===== config.mk =====
export PLATFORM = sky130hd
export DESIGN_NAME = acc_datapath_gen
export DESIGN_NICKNAME = d
export VERILOG_FILES = /design/src/rtl/acc_datapath_gen.sv
export SDC_FILE = /design/constraint.sdc
export NUM_CORES = 1
export LEC_CHECK = 0
export ABC_CLOCK_PERIOD_IN_PS = 6800
export BUFFER_PORTS_ARGS = -buffer_cell sky130_fd_sc_hd__buf_2
export CAP_MARGIN = 25
export CORE_MARGIN = 3
export CORE_UTILIZATION = 40
export CTS_BUF_LIST = sky130_fd_sc_hd__clkbuf_16
export DETAILED_ROUTE_END_ITERATION = 10
export PLACE_DENSITY = 0.67
export SYNTH_ARGS = -nofsm -noshare
export SYNTH_HDL_FRONTEND = slang
export SYNTH_SLANG_ARGS = --single-unit

===== constraint.sdc =====
create_clock -name clk -period 6.8 [get_ports clk]
set_input_delay 0.34 -clock clk [delete_from_list [all_inputs] [get_ports clk]]
set_output_delay 0.34 -clock clk [all_outputs]
set_load 0.05 [all_outputs]

===== src/rtl/acc_datapath_gen.sv =====
// Accumulator-machine datapath: PC, IR, multi-word address assembly, AC,
// general register file, ALU and Z/N/C flags, sequenced by an external control unit.
module acc_datapath_gen #(
  parameter int DATA_W = 8,
  parameter int ADDR_W = 16,
  parameter int NREGS  = 4,
  localparam int RSEL_W = $clog2(NREGS)
) (
  input  logic              clk,
  input  logic              reset,
  input  logic              pc_en,
  input  logic              pc_load_sel,
  input  logic              addr_sel,
  input  logic              ir_en,
  input  logic              opcode_bypass,
  input  logic              addr_shift_en,
  input  logic              addr_clear,
  input  logic              ac_en,
  input  logic [1:0]        ac_src,
  input  logic              reg_en,
  input  logic [RSEL_W-1:0] rsel,
  input  logic              flag_en,
  input  logic              mem_we_in,
  input  logic [DATA_W-1:0] mem_rdata,
  output logic [ADDR_W-1:0] mem_addr,
  output logic [DATA_W-1:0] mem_wdata,
  output logic              mem_we,
  output logic [DATA_W-1:0] opcode,
  output logic              addr_ready,
  output logic              flag_z,
  output logic              flag_n,
  output logic              flag_c,
  output logic [DATA_W-1:0] ac_out
);

  localparam int NBYTES = ADDR_W / DATA_W;
  localparam int CNT_W  = $clog2(NBYTES + 1);
  localparam logic [CNT_W-1:0] CNT_MAX = CNT_W'(NBYTES);

  logic [ADDR_W-1:0] pc_r, addr_r, addr_base_s, addr_next_s;
  logic [CNT_W-1:0]  cnt_r, cnt_base_s, cnt_next_s;
  logic              ready_r;
  logic [DATA_W-1:0] ir_r, ac_r, reg_b_s, alu_y_s, ac_next_s;
  logic [DATA_W-1:0] regs_r [NREGS];
  logic [DATA_W:0]   add_s, sub_s, inc_s;
  logic              alu_c_s, z_r, n_r, c_r, ac_load_s, flag_load_s;
  logic [2:0]        op_s;

  assign opcode    = opcode_bypass ? mem_rdata : ir_r;
  assign op_s      = opcode[2:0];
  assign reg_b_s   = regs_r[rsel];
  assign mem_addr  = addr_sel ? addr_r : pc_r;
  assign mem_wdata = ac_r;
  assign mem_we    = mem_we_in;
  assign ac_out    = ac_r;
  assign flag_z    = z_r;
  assign flag_n    = n_r;
  assign flag_c    = c_r;
  assign addr_ready = ready_r;

  // Address assembly next-state; a clear is applied before a same-cycle shift
  always_comb begin
    addr_base_s = addr_r;
    cnt_base_s  = cnt_r;
    if (addr_clear) begin
      addr_base_s = '0;
      cnt_base_s  = '0;
    end else begin
      addr_base_s = addr_r;
      cnt_base_s  = cnt_r;
    end
    addr_next_s = addr_base_s;
    cnt_next_s  = cnt_base_s;
    if (addr_shift_en) begin
      addr_next_s = (addr_base_s << DATA_W) | ADDR_W'(mem_rdata);
      if (cnt_base_s != CNT_MAX) begin
        cnt_next_s = cnt_base_s + CNT_W'(1);
      end else begin
        cnt_next_s = cnt_base_s;
      end
    end else begin
      addr_next_s = addr_base_s;
      cnt_next_s  = cnt_base_s;
    end
  end

  // Address register, word counter and ready flag
  always_ff @(posedge clk or negedge reset) begin
    if (!reset) begin
      addr_r  <= '0;
      cnt_r   <= '0;
      ready_r <= 1'b0;
    end else begin
      addr_r  <= addr_next_s;
      cnt_r   <= cnt_next_s;
      ready_r <= (cnt_next_s == CNT_MAX);
    end
  end

  // Program counter and instruction register
  always_ff @(posedge clk or negedge reset) begin
    if (!reset) begin
      pc_r <= '0;
      ir_r <= '0;
    end else begin
      if (pc_en) begin
        pc_r <= pc_load_sel ? addr_r : pc_r + ADDR_W'(1);
      end
      if (ir_en) begin
        ir_r <= mem_rdata;
      end
    end
  end

  assign add_s = {1'b0, ac_r} + {1'b0, reg_b_s};
  assign sub_s = {1'b0, ac_r} + {1'b0, ~reg_b_s} + (DATA_W+1)'(1);
  assign inc_s = {1'b0, ac_r} + (DATA_W+1)'(1);

  // ALU result and carry selection
  always_comb begin
    alu_y_s = '0;
    alu_c_s = 1'b0;
    case (op_s)
      3'b000:  begin alu_y_s = add_s[DATA_W-1:0]; alu_c_s = add_s[DATA_W]; end
      3'b001:  begin alu_y_s = sub_s[DATA_W-1:0]; alu_c_s = sub_s[DATA_W]; end
      3'b010:  alu_y_s = ac_r & reg_b_s;
      3'b011:  alu_y_s = ac_r | reg_b_s;
      3'b100:  alu_y_s = ac_r ^ reg_b_s;
      3'b101:  alu_y_s = ~ac_r;
      3'b110:  begin alu_y_s = inc_s[DATA_W-1:0]; alu_c_s = inc_s[DATA_W]; end
      3'b111:  alu_y_s = '0;
      default: alu_y_s = '0;
    endcase
  end

  // AC source select; source 11 means hold, which also freezes the flags
  always_comb begin
    ac_next_s = ac_r;
    case (ac_src)
      2'b00:   ac_next_s = alu_y_s;
      2'b01:   ac_next_s = mem_rdata;
      2'b10:   ac_next_s = reg_b_s;
      2'b11:   ac_next_s = ac_r;
      default: ac_next_s = ac_r;
    endcase
  end

  assign ac_load_s   = ac_en   && (ac_src != 2'b11);
  assign flag_load_s = flag_en && (ac_src != 2'b11);

  // Accumulator and flags; flags follow ac_next even when AC is not loaded
  always_ff @(posedge clk or negedge reset) begin
    if (!reset) begin
      ac_r <= '0;
      z_r  <= 1'b1;
      n_r  <= 1'b0;
      c_r  <= 1'b0;
    end else begin
      if (ac_load_s) begin
        ac_r <= ac_next_s;
      end
      if (flag_load_s) begin
        z_r <= (ac_next_s == '0);
        n_r <= ac_next_s[DATA_W-1];
        c_r <= (ac_src == 2'b00) ? alu_c_s : 1'b0;
      end
    end
  end

  // Register file written with the pre-edge AC, so AC<->reg swaps work
  always_ff @(posedge clk or negedge reset) begin
    if (!reset) begin
      for (int i = 0; i < NREGS; i++) begin
        regs_r[i] <= '0;
      end
    end else if (reg_en) begin
      regs_r[rsel] <= ac_r;
    end
  end

endmodule


Word level (Yosys, flattened, before mapping)

Cells that the tools add are included.

Magnitude comparators: 2
Eq/ne operators: 13
Mux-type cells: 18
Reduce and logical (&&, ||, !) cells: 7
Bitwise operators: 7
$add $sub $neg: 6

Operators with widths:

| kind                    | count |
|---|---|
| $mux W16                | 4 |
| $pmux W8 S8             | 1 |
| $bwmux W32              | 1 |
| $mux W8                 | 4 |
| $pmux W8 S4             | 1 |
| $add A8 B8 Y9           | 2 |
| $add A16 B1 Y16 const B | 1 |
| $bmux W8 S2             | 1 |
| $demux W8 S2            | 1 |
| $not A8 Y8              | 2 |
| $or A16 B8 Y16          | 1 |
| $eq A3 B3 Y1 const B    | 4 |
| $add A8 B1 Y9 const B   | 1 |
| $add A9 B1 Y9 const B   | 1 |
| $and A8 B8 Y8           | 1 |
| $logic_not A8 Y1        | 1 |
| $or A8 B8 Y8            | 1 |
| $xor A8 B8 Y8           | 1 |
| $eq A2 B2 Y1 const B    | 3 |
| $eq A3 B2 Y1 const B    | 2 |
| $mux W2                 | 3 |
| $ne A2 B2 Y1 const B    | 2 |
| $eq A3 B1 Y1 const B    | 1 |
| $ge A3 B3 Y1 const B    | 1 |
| 10 further kinds        | 12 |

Word-level logic and storage cells: 67
Bits of input ports: 25
Output and inout port bits: 45
Register bits after elaboration: 86

Depth between registers and ports, before layout

Gate-level depths: netlist of the first run.

Word-level depth: 10
Depth in mapped cells: 11

Least setup slack after synthesis of the first run

No wires, ideal clock.

Path type: register to register
Start: reg ac_r[0] (netlist: ac_out[0])
End: reg z_r (netlist: flag_z)
Library setup time: 0.080 ns
Stages on the path, launching flop included: 11
Slack: 3.889 ns
Required time: 6.720 ns
Arrival: 2.832 ns
Buffers on the path: 0
Cells stage by stage: dfrtp_1 -> inv_1 -> ha_1 -> fa_1 -> nor3_1 -> nor3_1 -> o31ai_1 -> xor2_1 -> a22oi_1 -> o2111a_1 -> a32o_1

Word-level cells in the longest chain between the ends: 5

Ends and longest elaborated chain:

| what                     | line | source |
|---|---|---|
| start: declaration       | 43   | `logic [DATA_W-1:0] ir_r, ac_r, reg_b_s, alu_y_s, ac_next_s;` |
| start signal: assignment | 160  | `ac_r <= ac_next_s;` |
| $add A8 B8 Y9            | 116  | `assign sub_s = {1'b0, ac_r} + {1'b0, ~reg_b_s} + (DATA_W+1)'(1);` |
| $add A9 B1 Y9            | 116  |  |
| $pmux W8 S8              | 123  | `case (op_s)` |
| $pmux W8 S4 (*)          | 139  | `case (ac_src)` |
| $logic_not A8 Y1 (*)     | 163  | `z_r <= (ac_next_s == '0);` |
| end signal: assignment   | 163  |  |
| end: declaration         | 46   | `logic alu_c_s, z_r, n_r, c_r, ac_load_s, flag_load_s;` |

Every way passes the cells marked *; elsewhere a longest branch is shown, timed or not.
A chain may end at the register's enable or synchronous reset.

Worst setup path in the final report of the first run

Start: in rsel[0]
End: reg z_r (netlist: flag_z)

Word-level cells in the longest chain between the ends: 10

Ends and longest elaborated chain:

| what                                            | line | source |
|---|---|---|
| start: declaration                              | 21   | `input logic [RSEL_W-1:0] rsel,` |
| $not A2 Y3 (not written as such) (*)            | 51   | `assign reg_b_s = regs_r[rsel];` |
| $bmux W8 S2 (*)                                 | 51   |  |
| $mux W8 (not written as such) (*) (2 in series) | 51   |  |
| $not A8 Y8                                      | 116  |  |
| $add A8 B8 Y9                                   | 116  |  |
| $add A9 B1 Y9                                   | 116  |  |
| $pmux W8 S8                                     | 123  |  |
| $pmux W8 S4 (*)                                 | 139  |  |
| $logic_not A8 Y1 (*)                            | 163  |  |

Every way passes the cells marked *; elsewhere a longest branch is shown, timed or not. The select of a mux whose other input is x is not followed.

==> flow_metrics.tcl, run 1 <==
set metrics [dict create \
    status "complete, no violations" \
    pwr-share-comb 0.408 \
    h-tree-depth 3 \
    syn_avg_cell_area_um2 9.41 \
    netlist.area_leader.share 0.367 \
    drt_iter0_drc 455 \
    die_area_um2 16000 \
    ys_top_cells_by_area "dfrtp_1 37%, ha_1 6.9%, mux2_2 6.6%, o21ai_0 6.2%, nand2_1 4.5%" \
    worst-path-max-fanout 12 \
    yosysWarnings 0 \
    yosysUniqueCellTypes 70 \
    vias 4906 \
    nets 715 \
    cts_root_buf "clkbuf_16" \
    worst-slew-pin-transition_ns 0.771 \
    switchingPower_w 0.000854 \
    highest_layer "met4" \
    cts_tree "done" \
    internal_power_w 0.00119 \
    fin_crit_ns 3.09 \
    synth_top_area_cell "dfrtp_1" \
    dpl_cell_area_um2 6150 \
    layout_setup_ws_ns 3.71 \
    grt_pass1_wl_mm 26.2 \
    num_rows 43 \
    syn_inst 616 \
    firstDrtPassIters 5 \
    cp_cell_sequence "buf_2 -> mux4_2 -> ha_1 -> fa_1 -> nor3_1 -> nor3_1 -> o31ai_1 -> xor2_1 -> a22oi_1 -> o2111a_1 -> a32o_1" \
    crit_family "compound AO/OA/AOI/OAI gates" \
    finalSetupTns_ns 0 \
    start_util 0.413 \
    crit_slowest_cell "mux4_2" \
    relSlewSlack 0.486 \
    power_frac_clock 0.247 \
    fin_crit_sh 0.454 \
    cp.required_ns 7.08 \
    die_h_um 126 \
    cp-end-kind "register" \
    ioPinCount 70 \
    clockBufferDepth 2 \
    fin_cells 840 \
    grt_setup_unrepaired "false" \
    route.met2.wl_mm 7.67 \
    cp-start-kind "input pin" \
    grt_pass1_vias 4713 \
    area_growth_pct 11.5 \
    powerDensity_nw_per_um2 317 \
    synth_seq_cells 86 \
    cts_resized 0 \
    clkTransAtPathRegs_ns 0.07 \
    finalHoldViolations 0 \
    clock-sinks 86 \
    die_w_um 126 \
    fin_worst_hold_slack_ns 0.269 \
    antenna_found_initial 0 \
    synthTopCellsByCount "85 x dfrtp_1, 72 x o21ai_0, 70 x nand2_1" \
    ys.flop_type "dfrtp_1" \
    diodes 0 \
    synth_enable_flop_cells 0 \
    slowest_delay_ns 0.61 \
    fmax_mhz 324 \
    hold_class "in -> reg" \
    pwr-share-seq 0.344 \
    layout-drive-gt1-share 0.214 \
    cp_data_arrival_time_ns 3.37 \
    gp_congestion 0.935 \
    leakagePower_nw 2.86 \
    via_per_inst 5.84 \
    wl_per_cell_um 19.6 \
    cts_made_buffers 9 \
    fin_area_um2 6460 \
    dr_wl_met3_um 961 \
    clk-insertion-delay-late_ns 0.35 \
    dpl.hpwl_mm 11.9 \
    met1_length_mm 7.50 \
    swShare 0.417 \
    dpl_worst_slack_ns 3.36 \
    nFillCells 1357 \
    coreArea_um2 14000 \
    synth.most_common_cell "dfrtp_1" \
    dp.cells 824 \
    synth_area_um2 5790 \
    crit_top_cell "nor3_1" \
    ir_worst_vdd_v 0.000193 \
    track_usage 0.208 \
    synth-async-reset-ratio 1.00 \
    fin_skew_ns 0.00928 \
    port-buffer-count 67 \
    synth_nets 675 \
    worst-path-buf-inv 1 \
    setup_viol 0 \
    worstSetupPathType "in -> reg" \
    slew_violations 0 \
    cap_viol_max_count 0 \
    totalWireLength_mm 16.5 \
    grt_max_degree 54 \
    grt-ovfl-total 0 \
    ys_seq_area_frac 0.372 \
    ant_nets 0 \
    remaining_drc_errors 0 \
]
## path summary, 6_finish.rpt
kind	slack, ns	end	start	cells past startpoint
hold / removal	0.27	flag_c$_DFFE_PN0P_	flag_en	3
setup / recovery	3.71	flag_z$_DFFE_PN1P_	rsel[0]	11
max in group asynchronous	5.28	regs_r[21]$_DFFE_PN0P_	reset	3
hold reg to reg	0.48	regs_r[0]$_DFFE_PN0P_	regs_r[0]$_DFFE_PN0P_	2
min in group asynchronous	0.47	addr_r[14]$_DFFE_PN0P_	reset	2
setup reg to reg	3.72	flag_z$_DFFE_PN1P_	regs_r[0]$_DFFE_PN0P_	10
## per-stage QoR
stage                      util  power (W)
final                     0.460    0.00205
after global routing      0.460    0.00217
after CTS                 0.460    0.00206
after detailed placement  0.438    0.00154
after global placement    0.438    0.00152
after floorplan               -    0.00134
## state kept, by name, indices dropped and copies added, names as in the netlist, 2 cells and up
register / count
ac_out: 8
pc_r: 16
ir_r: 8
cnt_r: 2
regs_r: 32
addr_r: 16
## layer usage
| layer | up-vias | GRT usage |
|---|---|---|
| met5 | - | 0 |
| met4 | 0 | 0.0681 |
| met3 | 22 | 0.0463 |
| met2 | 192 | 0.324 |
| met1 | 2391 | 0.289 |
| li1 | 2301 | - |
## what timing repair did
action	CTS	global route
hold endpoints to repair	32	0
hold buffers	1	0
setup buffers	0	0
endpoints found under the setup margin	0	0
## tightest hold or removal path, delay by kind of cell
family / cells / cell delay, ns
buf+inv: 1 / 0.11
compound gates: 1 / 0.06
simple gates: 1 / 0.06
## cell type report
type	count	area [µm²]	share of cell area
clock buffer	9	225	0.0349
clock inverter	6	70.1	0.0108
sequential	86	2150	0.333
timing repair buffer	71	370	0.0573
tap	180	225	0.0349
inverter	31	119	0.0184
multi-input combinational	457	3300	0.510
## power groups by stage
stage                     clock network, W  logic, W  registers [W]
after floorplan                          0  0.000621       0.000716
after global placement                   0  0.000818       0.000707
after detailed placement                 0  0.000822       0.000714
after CTS                         0.000522  0.000828       0.000705
after global routing              0.000537  0.000909       0.000720
final                             0.000507  0.000836       0.000706
## kinds of logic after synthesis
logic type	count (synthesis)	share of synthesized area
multiplexers	65	0.143
buffers and inverters	73	0.0596
flip-flops	86	0.372
adder cells (fa/ha/maj)	34	0.0760
AO/OA/AOI/OAI	182	0.198
AND/OR/NAND/NOR	164	0.134
XOR/XNOR	12	0.0181
## layout by cell type, fill, tap and decap left out, types with 11 or more instances in the layout
| cell type | count |
|---|---|
| o22ai_1 | 11 |
| a21oi_1 | 32 |
| nand3_1 | 18 |
| inv_1 | 29 |
| dfrtp_1 | 85 |
| nor2_1 | 23 |
| mux2i_1 | 19 |
| mux2_2 | 34 |
| o21ai_0 | 72 |
| buf_2 | 66 |
| nand2_1 | 70 |
| ha_1 | 32 |
Note: power is estimated with default switching activity, not from simulation.
==> inputs of run 2 (changes only) <==
--- a/config.mk
+++ b/config.mk
@@ -5,14 +5,15 @@
 export SDC_FILE = /design/constraint.sdc
 export NUM_CORES = 1
 export LEC_CHECK = 0
-export ABC_CLOCK_PERIOD_IN_PS = 6800
+export ABC_AREA = 1
+export ABC_CLOCK_PERIOD_IN_PS = 2600
 export BUFFER_PORTS_ARGS = -buffer_cell sky130_fd_sc_hd__buf_2
 export CAP_MARGIN = 25
 export CORE_MARGIN = 3
 export CORE_UTILIZATION = 40
 export CTS_BUF_LIST = sky130_fd_sc_hd__clkbuf_16
 export DETAILED_ROUTE_END_ITERATION = 10
-export PLACE_DENSITY = 0.67
+export PLACE_DENSITY = 0.69
 export SYNTH_ARGS = -nofsm -noshare
 export SYNTH_HDL_FRONTEND = slang
 export SYNTH_SLANG_ARGS = --single-unit
==> constraint.sdc (replaced) <==
create_clock -name clk -period 2.6 [get_ports clk]
set_input_delay 0.13 -clock clk [delete_from_list [all_inputs] [get_ports clk]]
set_output_delay 0.13 -clock clk [all_outputs]
set_load 0.05 [all_outputs]
==> run 2 against run 1 <==
  * Register-to-register slack lost 3.5 ns
  * First-iteration DRC count grew 51%
  * Sequential power grew 140%
  * Synthesized area grew 4.0%
  * Worst setup slack lost 3.5 ns
  * Non-clock buffer count grew 19
  * Critical path type is now reg -> reg
  * Highest routed layer unchanged
==> flow_metrics.tcl, run 2 <==
set metrics [dict create \
    vias 5901 \
    synth_enable_flop_cells 0 \
    mostFrequentLayoutCell "nand2_1" \
    setup_viol 0 \
    grt_pass1_wl_mm 28.6 \
    dpl.hpwl_mm 13.1 \
    finalHoldViolations 0 \
    ant_nets 0 \
    fin_area_um2 6910 \
    ys_top_cells_by_area "dfrtp_1 35%, nand2_1 15%, o21ai_0 9.3%, inv_1 7.0%, ha_1 6.6%" \
    layout_setup_ws_ns 0.173 \
    synth_area_um2 6020 \
    slew_violations 0 \
    final_cell_mix "237 x nand2_1, 112 x o21ai_0, 110 x inv_1" \
    cts_made_buffers 9 \
    power_frac_clock 0.264 \
    nets 992 \
    die_area_um2 16600 \
    grt-ovfl-total 0 \
    ioPinCount 70 \
    leakagePower_nw 3.55 \
    worst-path-buf-inv 2 \
    totalWireLength_mm 17.5 \
    clockBufferDepth 2 \
    pwr-share-seq 0.326 \
    crit_family "simple AND/OR/NAND/NOR gates" \
    cp.required_ns 2.90 \
    cp-start-kind "register" \
    status "complete, no violations" \
    relSlewSlack 0.664 \
    area_growth_pct 14.7 \
    grt_setup_unrepaired "false" \
    dp.cells 1105 \
    die_h_um 129 \
    worst-slew-pin-transition_ns 0.502 \
    cts_root_buf "clkbuf_16" \
    switchingPower_w 0.00224 \
    internal_power_w 0.00295 \
    die_w_um 129 \
    num_rows 44 \
    track_usage 0.219 \
    highest_layer "met4" \
    clkTransAtPathRegs_ns 0.07 \
    start_util 0.411 \
    via_per_inst 5.26 \
    largest-register "regs_r" \
    yosysUniqueCellTypes 40 \
    diodes 0 \
    cts_setup_buffers 0 \
    pwr-share-comb 0.410 \
    remaining_drc_errors 0 \
    fin_cells 1122 \
    fin_skew_ns 0.0105 \
    drt_iter0_drc 687 \
    fmax_mhz 412 \
    synth_top_area_cell "dfrtp_1" \
    hold_class "in -> reg" \
    syn_avg_cell_area_um2 6.95 \
    cap_viol_max_count 0 \
    cts_tree "done" \
    yosysWarnings 0 \
    firstDrtPassIters 6 \
    worstSetupPathType "reg -> reg" \
    reg_top3 "regs_r: 32 flops, addr_r: 16 flops, pc_r: 16 flops" \
    synthTopCellsByCount "237 x nand2_1, 112 x inv_1, 112 x o21ai_0" \
    grt_pass1_vias 5466 \
    dpl_cell_area_um2 6580 \
    cp_data_arrival_time_ns 2.73 \
    largest_reg_flops 32 \
    crit_top_cell "nand2_1" \
    layout-drive-gt1-share 0.149 \
    antenna_found_initial 0 \
    netlist.area_leader.share 0.353 \
    gp_congestion 1.01 \
    synth_seq_cells 86 \
    cp_cell_sequence "a22oi_1 -> nand3_1 -> buf_4 -> fa_1 -> inv_1 -> nand2_1 -> nand2_1 -> nand3_1 -> nand2_1 -> nor2_1 -> nor2_1 -> nand2_1 -> nand2_1 -> nand4_1 -> nor2_1 -> nand3_1 -> nand2_1" \
    cp-end-kind "register" \
    route.met2.wl_mm 7.74 \
    fin_worst_hold_slack_ns 0.0460 \
    synth.most_common_cell "nand2_1" \
    dr_wl_met3_mm 1.49 \
    powerDensity_nw_per_um2 751 \
    grt_max_degree 87 \
    fin_crit_sh 0.933 \
    finalSetupTns_ns 0 \
    ir_worst_vdd_v 0.000453 \
    syn_inst 867 \
    slowest_delay_ns 0.43 \
    met1_length_mm 7.96 \
    swShare 0.431 \
    synth_nets 926 \
    fin_crit_ns 2.43 \
    h-tree-depth 3 \
    ys_seq_area_frac 0.357 \
    synth-async-reset-ratio 1.00 \
    crit_slowest_cell "fa_1" \
    port-buffer-count 67 \
    coreArea_um2 14600 \
    clock-sinks 86 \
    worst-path-max-fanout 3 \
    clk-insertion-delay-late_ns 0.35 \
    ys.flop_type "dfrtp_1" \
    dpl_worst_slack_ns 0.0177 \
    wl_per_cell_um 15.6 \
]
## run 2: changes by cell type after synthesis, moves of 34 or more
cell	change
inv_1	+83
mux2_2	-34
nand2_1	+167
nand3_1	+40
nor2_1	+36
o21ai_0	+40
## run 2: metal layers
| metal | up-vias | global-route usage |
|---|---|---|
| li1 | 2923 | - |
| met1 | 2705 | 0.315 |
| met2 | 241 | 0.329 |
| met3 | 32 | 0.0535 |
| met4 | 0 | 0.0587 |
| met5 | - | 0 |
## run 2: power by group through the flow
stage	clock, W	sequential [W]	combinational [W]
floorplan	0	0.00181	0.00137
global placement	0	0.00171	0.00207
CTS	0.00141	0.00169	0.00209
global route	0.00145	0.00172	0.00236
detailed placement	0	0.00171	0.00208
finish	0.00137	0.00169	0.00213
## run 2: area by class of cell
class                   count  area (µm²)
fillers                  1529        7730
clock inverters             7        85.1
clock buffers               9         225
well taps                 184         230
multi-input cells         627        3240
repair buffers             90         526
inverters                 119         452
flip-flops and latches     86        2150
## run 2: path summary, 6_finish.rpt
kind / from / to / slack [ns] / cells past startpoint
max in group asynchronous: reset / regs_r[9]$_DFFE_PN0P_ / 1.88 / 3
hold reg to reg: flag_z$_DFFE_PN1P_ / flag_z$_DFFE_PN1P_ / 0.47 / 2
setup / recovery: regs_r[25]$_DFFE_PN0P_ / flag_z$_DFFE_PN1P_ / 0.17 / 17
min in group asynchronous: reset / pc_r[15]$_DFFE_PN0P_ / 0.34 / 3
setup reg to reg: regs_r[25]$_DFFE_PN0P_ / flag_z$_DFFE_PN1P_ / 0.17 / 17
hold / removal: mem_rdata[2] / addr_r[2]$_DFF_PN0_ / 0.05 / 3
## run 2: worst register-to-register path, delay by kind of cell, from the launching register on
kind	cells	cell delay, ns
adder cells (fa/ha/maj)	1	0.43
AND/OR/NAND/NOR	13	1.10
flip-flops	1	0.38
buffers and inverters	2	0.28
AO/OA/AOI/OAI	1	0.19
## run 2: through the flow
stage | total power, W | util
after detailed placement | 0.00379 | 0.449
final | 0.00519 | 0.472
after CTS | 0.00519 | 0.471
after global placement | 0.00379 | 0.449
after global routing | 0.00552 | 0.472
after floorplan | 0.00318 | -
## run 2: what timing repair did
action | CTS | global route
hold endpoints to repair | 85 | 0
gates resized for setup | 0 | 6
hold buffers | 1 | 0
endpoints found under the setup margin | 0 | 1
## run 2: kinds of logic (layout without fill, tap and decap cells)
logic type | count (synthesis) | in the layout | synth area share
AOI/OAI and AO/OA | 183 | 183 | 0.161
xor gates and xnor gates | 13 | 13 | 0.0189
adders and majority gates | 34 | 34 | 0.0731
buffers and inverters | 154 | 225 | 0.107
DFF | 86 | 86 | 0.357
and+or+nand+nor | 397 | 397 | 0.283
==> inputs of run 3 (changes only) <==
==> constraint.sdc (replaced) <==
create_clock -name clk -period 2.6 [get_ports clk]
set_input_delay 0.52 -clock clk [delete_from_list [all_inputs] [get_ports clk]]
set_output_delay 0.52 -clock clk [all_outputs]
set_load 0.05 [all_outputs]
==> run 3 against run 2 <==
  * Non-clock buffer count grew 30
  * Critical path type is now in -> reg
  * Combinational power grew 15%
  * Clock power is essentially flat
  * Critical endpoint unchanged
  * Sequential power is essentially flat
  * First-iteration DRC count shrank 11%
  * Final cell count grew 2.7%
  * Cell area grew 6.4%
  * Worst setup slack lost 0.019 ns
  * Critical path depth grew 2
  * Hold slack gained 0.073 ns
==> flow_metrics.tcl, run 3 (synthesized netlist as in run 2, its figures left out) <==
set metrics [dict create \
    leakagePower_nw 3.73 \
    reg_top3 "regs_r: 32 flops, addr_r: 16 flops, pc_r: 16 flops" \
    endpoint "flag_z$_DFFE_PN1P_" \
    finalHoldViolations 0 \
    relSlewSlack 0.659 \
    drt_iter0_drc 609 \
    ir_worst_vdd_v 0.000524 \
    cp-end-kind "register" \
    slew_violations 0 \
    grt_setup_unrepaired "false" \
    worst-path-max-fanout 8 \
    firstDrtPassIters 6 \
    track_usage 0.215 \
    ioPinCount 70 \
    wl_per_cell_um 15.5 \
    cp.required_ns 2.90 \
    nFillCells 1456 \
    antenna_found_initial 0 \
    r2r-end "flag_z$_DFFE_PN1P_" \
    grt_pass1_wl_mm 28.4 \
    cp-start-kind "input pin" \
    clock-sinks 86 \
    fin_util 0.502 \
    fmax_mhz 409 \
    remaining_drc_errors 0 \
    ant_nets 0 \
    fin_skew_ns 0.0116 \
    grt-ovfl-total 0 \
    via_per_inst 5.27 \
    powerDensity_nw_per_um2 748 \
    dpl.hpwl_mm 13.4 \
    layout-drive-gt1-share 0.217 \
    start_util 0.411 \
    crit_family "simple AND/OR/NAND/NOR gates" \
    slowest_delay_ns 0.31 \
    clk-insertion-delay-late_ns 0.36 \
    ff2ff_path_depth 15 \
    cap_viol_max_count 0 \
    cts_root_buf "clkbuf_16" \
    cts_made_buffers 9 \
    grt_pass1_vias 5681 \
    reg2reg_setup_slack_ns 0.25 \
    die_w_um 129 \
    totalWireLength_mm 17.9 \
    crit_slowest_cell "ha_4" \
    multiInputGateArea_um2 3440 \
    worstSetupPathType "in -> reg" \
    status "complete, no violations" \
    vias 6069 \
    worst-slew-pin-transition_ns 0.511 \
    hold_buffers 0 \
    largest-register "regs_r" \
    h-tree-depth 3 \
    largest_reg_flops 32 \
    cp_data_arrival_time_ns 2.75 \
    diodes 0 \
    clkTransAtPathRegs_ns 0.07 \
    mostFrequentLayoutCell "nand2_1" \
    die_area_um2 16600 \
    crit_top_cell "nand2_1" \
    num_rows 44 \
    clockBufferDepth 2 \
    coreArea_um2 14600 \
    cp.depth 19 \
    worst-path-buf-inv 3 \
    grt_max_degree 52 \
    timing.rr.start "regs_r[26]$_DFFE_PN0P_" \
    gp_congestion 0.997 \
    startpoint "rsel[1]" \
    area_growth_pct 22.1 \
    port-buffer-count 67 \
    nets 1022 \
    cts_tree "done" \
    finalSetupTns_ns 0 \
    fin_crit_sh 0.940 \
    final_cell_mix "233 x nand2_1, 112 x o21ai_0, 106 x inv_1" \
    fin_crit_ns 2.45 \
    setup_viol 0 \
    cp_cell_sequence "buf_4 -> nor2_1 -> buf_4 -> a22oi_1 -> and2_2 -> ha_4 -> inv_1 -> nor2_2 -> and2_1 -> nand2_2 -> nand2_1 -> nand2_1 -> nand3_1 -> nand4_1 -> nand2_1 -> nand2_1 -> nor2_1 -> nand3_2 -> nand2_1" \
    seq_area_um2 2150 \
    hold_class "in -> async" \
    die_h_um 129 \
]
run 3: cell types whose count changed in the layout (fill, tap and decap cells not counted), moves of 3 or more:
cell     previous run  this run
a22oi_1             7         4
buf_6               0         3
nand3_2             1         8
nand2_1           237       233
ha_1               31        22
nor2_1             58        55
a22oi_2             0         3
ha_4                0         7
nand2_2             9        13
a21oi_2             3         7
a21oi_1            37        33
nand3_1            58        50
inv_1             110       106
buf_4              22        51
run 3: worst min path at each step:
| stage | startpoint | to | slack, ns | cells past startpoint |
|---|---|---|---|---|
| floorplan | reset | ac_out[0]$_DFFE_PN0P_ | 0.22 | 0 |
| global placement | flag_z$_DFFE_PN1P_ | flag_z$_DFFE_PN1P_ | 0.46 | 2 |
| detailed placement | flag_z$_DFFE_PN1P_ | flag_z$_DFFE_PN1P_ | 0.46 | 2 |
| CTS | reset | pc_r[13]$_DFFE_PN0P_ | 0.13 | 1 |
| global route | reset | pc_r[13]$_DFFE_PN0P_ | 0.14 | 1 |
| finish | reset | pc_r[13]$_DFFE_PN0P_ | 0.12 | 1 |
run 3: timing repair:
action | 4_1_cts | 5_1_grt
gates cloned | 0 | 1
setup buffers | 0 | 1
hold endpoints to repair | 0 | 0
gates resized for setup | 2 | 55
pin swaps | 0 | 20
endpoints found under the setup margin | 1 | 8
run 3: area by class of cell:
cell class / count / area share
repair buffers: 120 / 0.104
inverters: 119 / 0.0623
clock inverters: 7 / 0.0117
multi-input cells: 627 / 0.468
clock buffers: 9 / 0.0306
well taps: 184 / 0.0313
flip-flops and latches: 86 / 0.293
run 3: through the flow:
stage | cells | instance area (µm²) | setup WS (ns) | hold slack, ns | power [W]
3_3_place_gp | 1134 | 6800 | -0.392 | 0.464 | 0.00391
5_1_grt | 1152 | 7350 | 0.0102 | 0.145 | 0.00584
6_report | 1152 | 7350 | 0.155 | 0.119 | 0.00550
3_5_place_dp | 1134 | 6800 | -0.413 | 0.462 | 0.00393
4_1_cts | 1150 | 7110 | 0.0299 | 0.129 | 0.00532
2_1_floorplan | 867 | 6020 | 0.0596 | 0.224 | 0.00318
run 3: metal layers:
| metal | track usage | up-vias | routed length, µm |
|---|---|---|---|
| li1 | - | 2975 | - |
| met1 | 0.302 | 2804 | 7910 |
| met2 | 0.335 | 251 | 8110 |
| met3 | 0.0535 | 39 | 1450 |
| met4 | 0.0550 | 0 | 394 |
| met5 | 0 | - | 0 |
run 3: where the power goes:
part	switching, W	internal, W
Sequential	0.000144	0.00155
Clock	0.000609	0.000769
Combinational	0.00158	0.000853
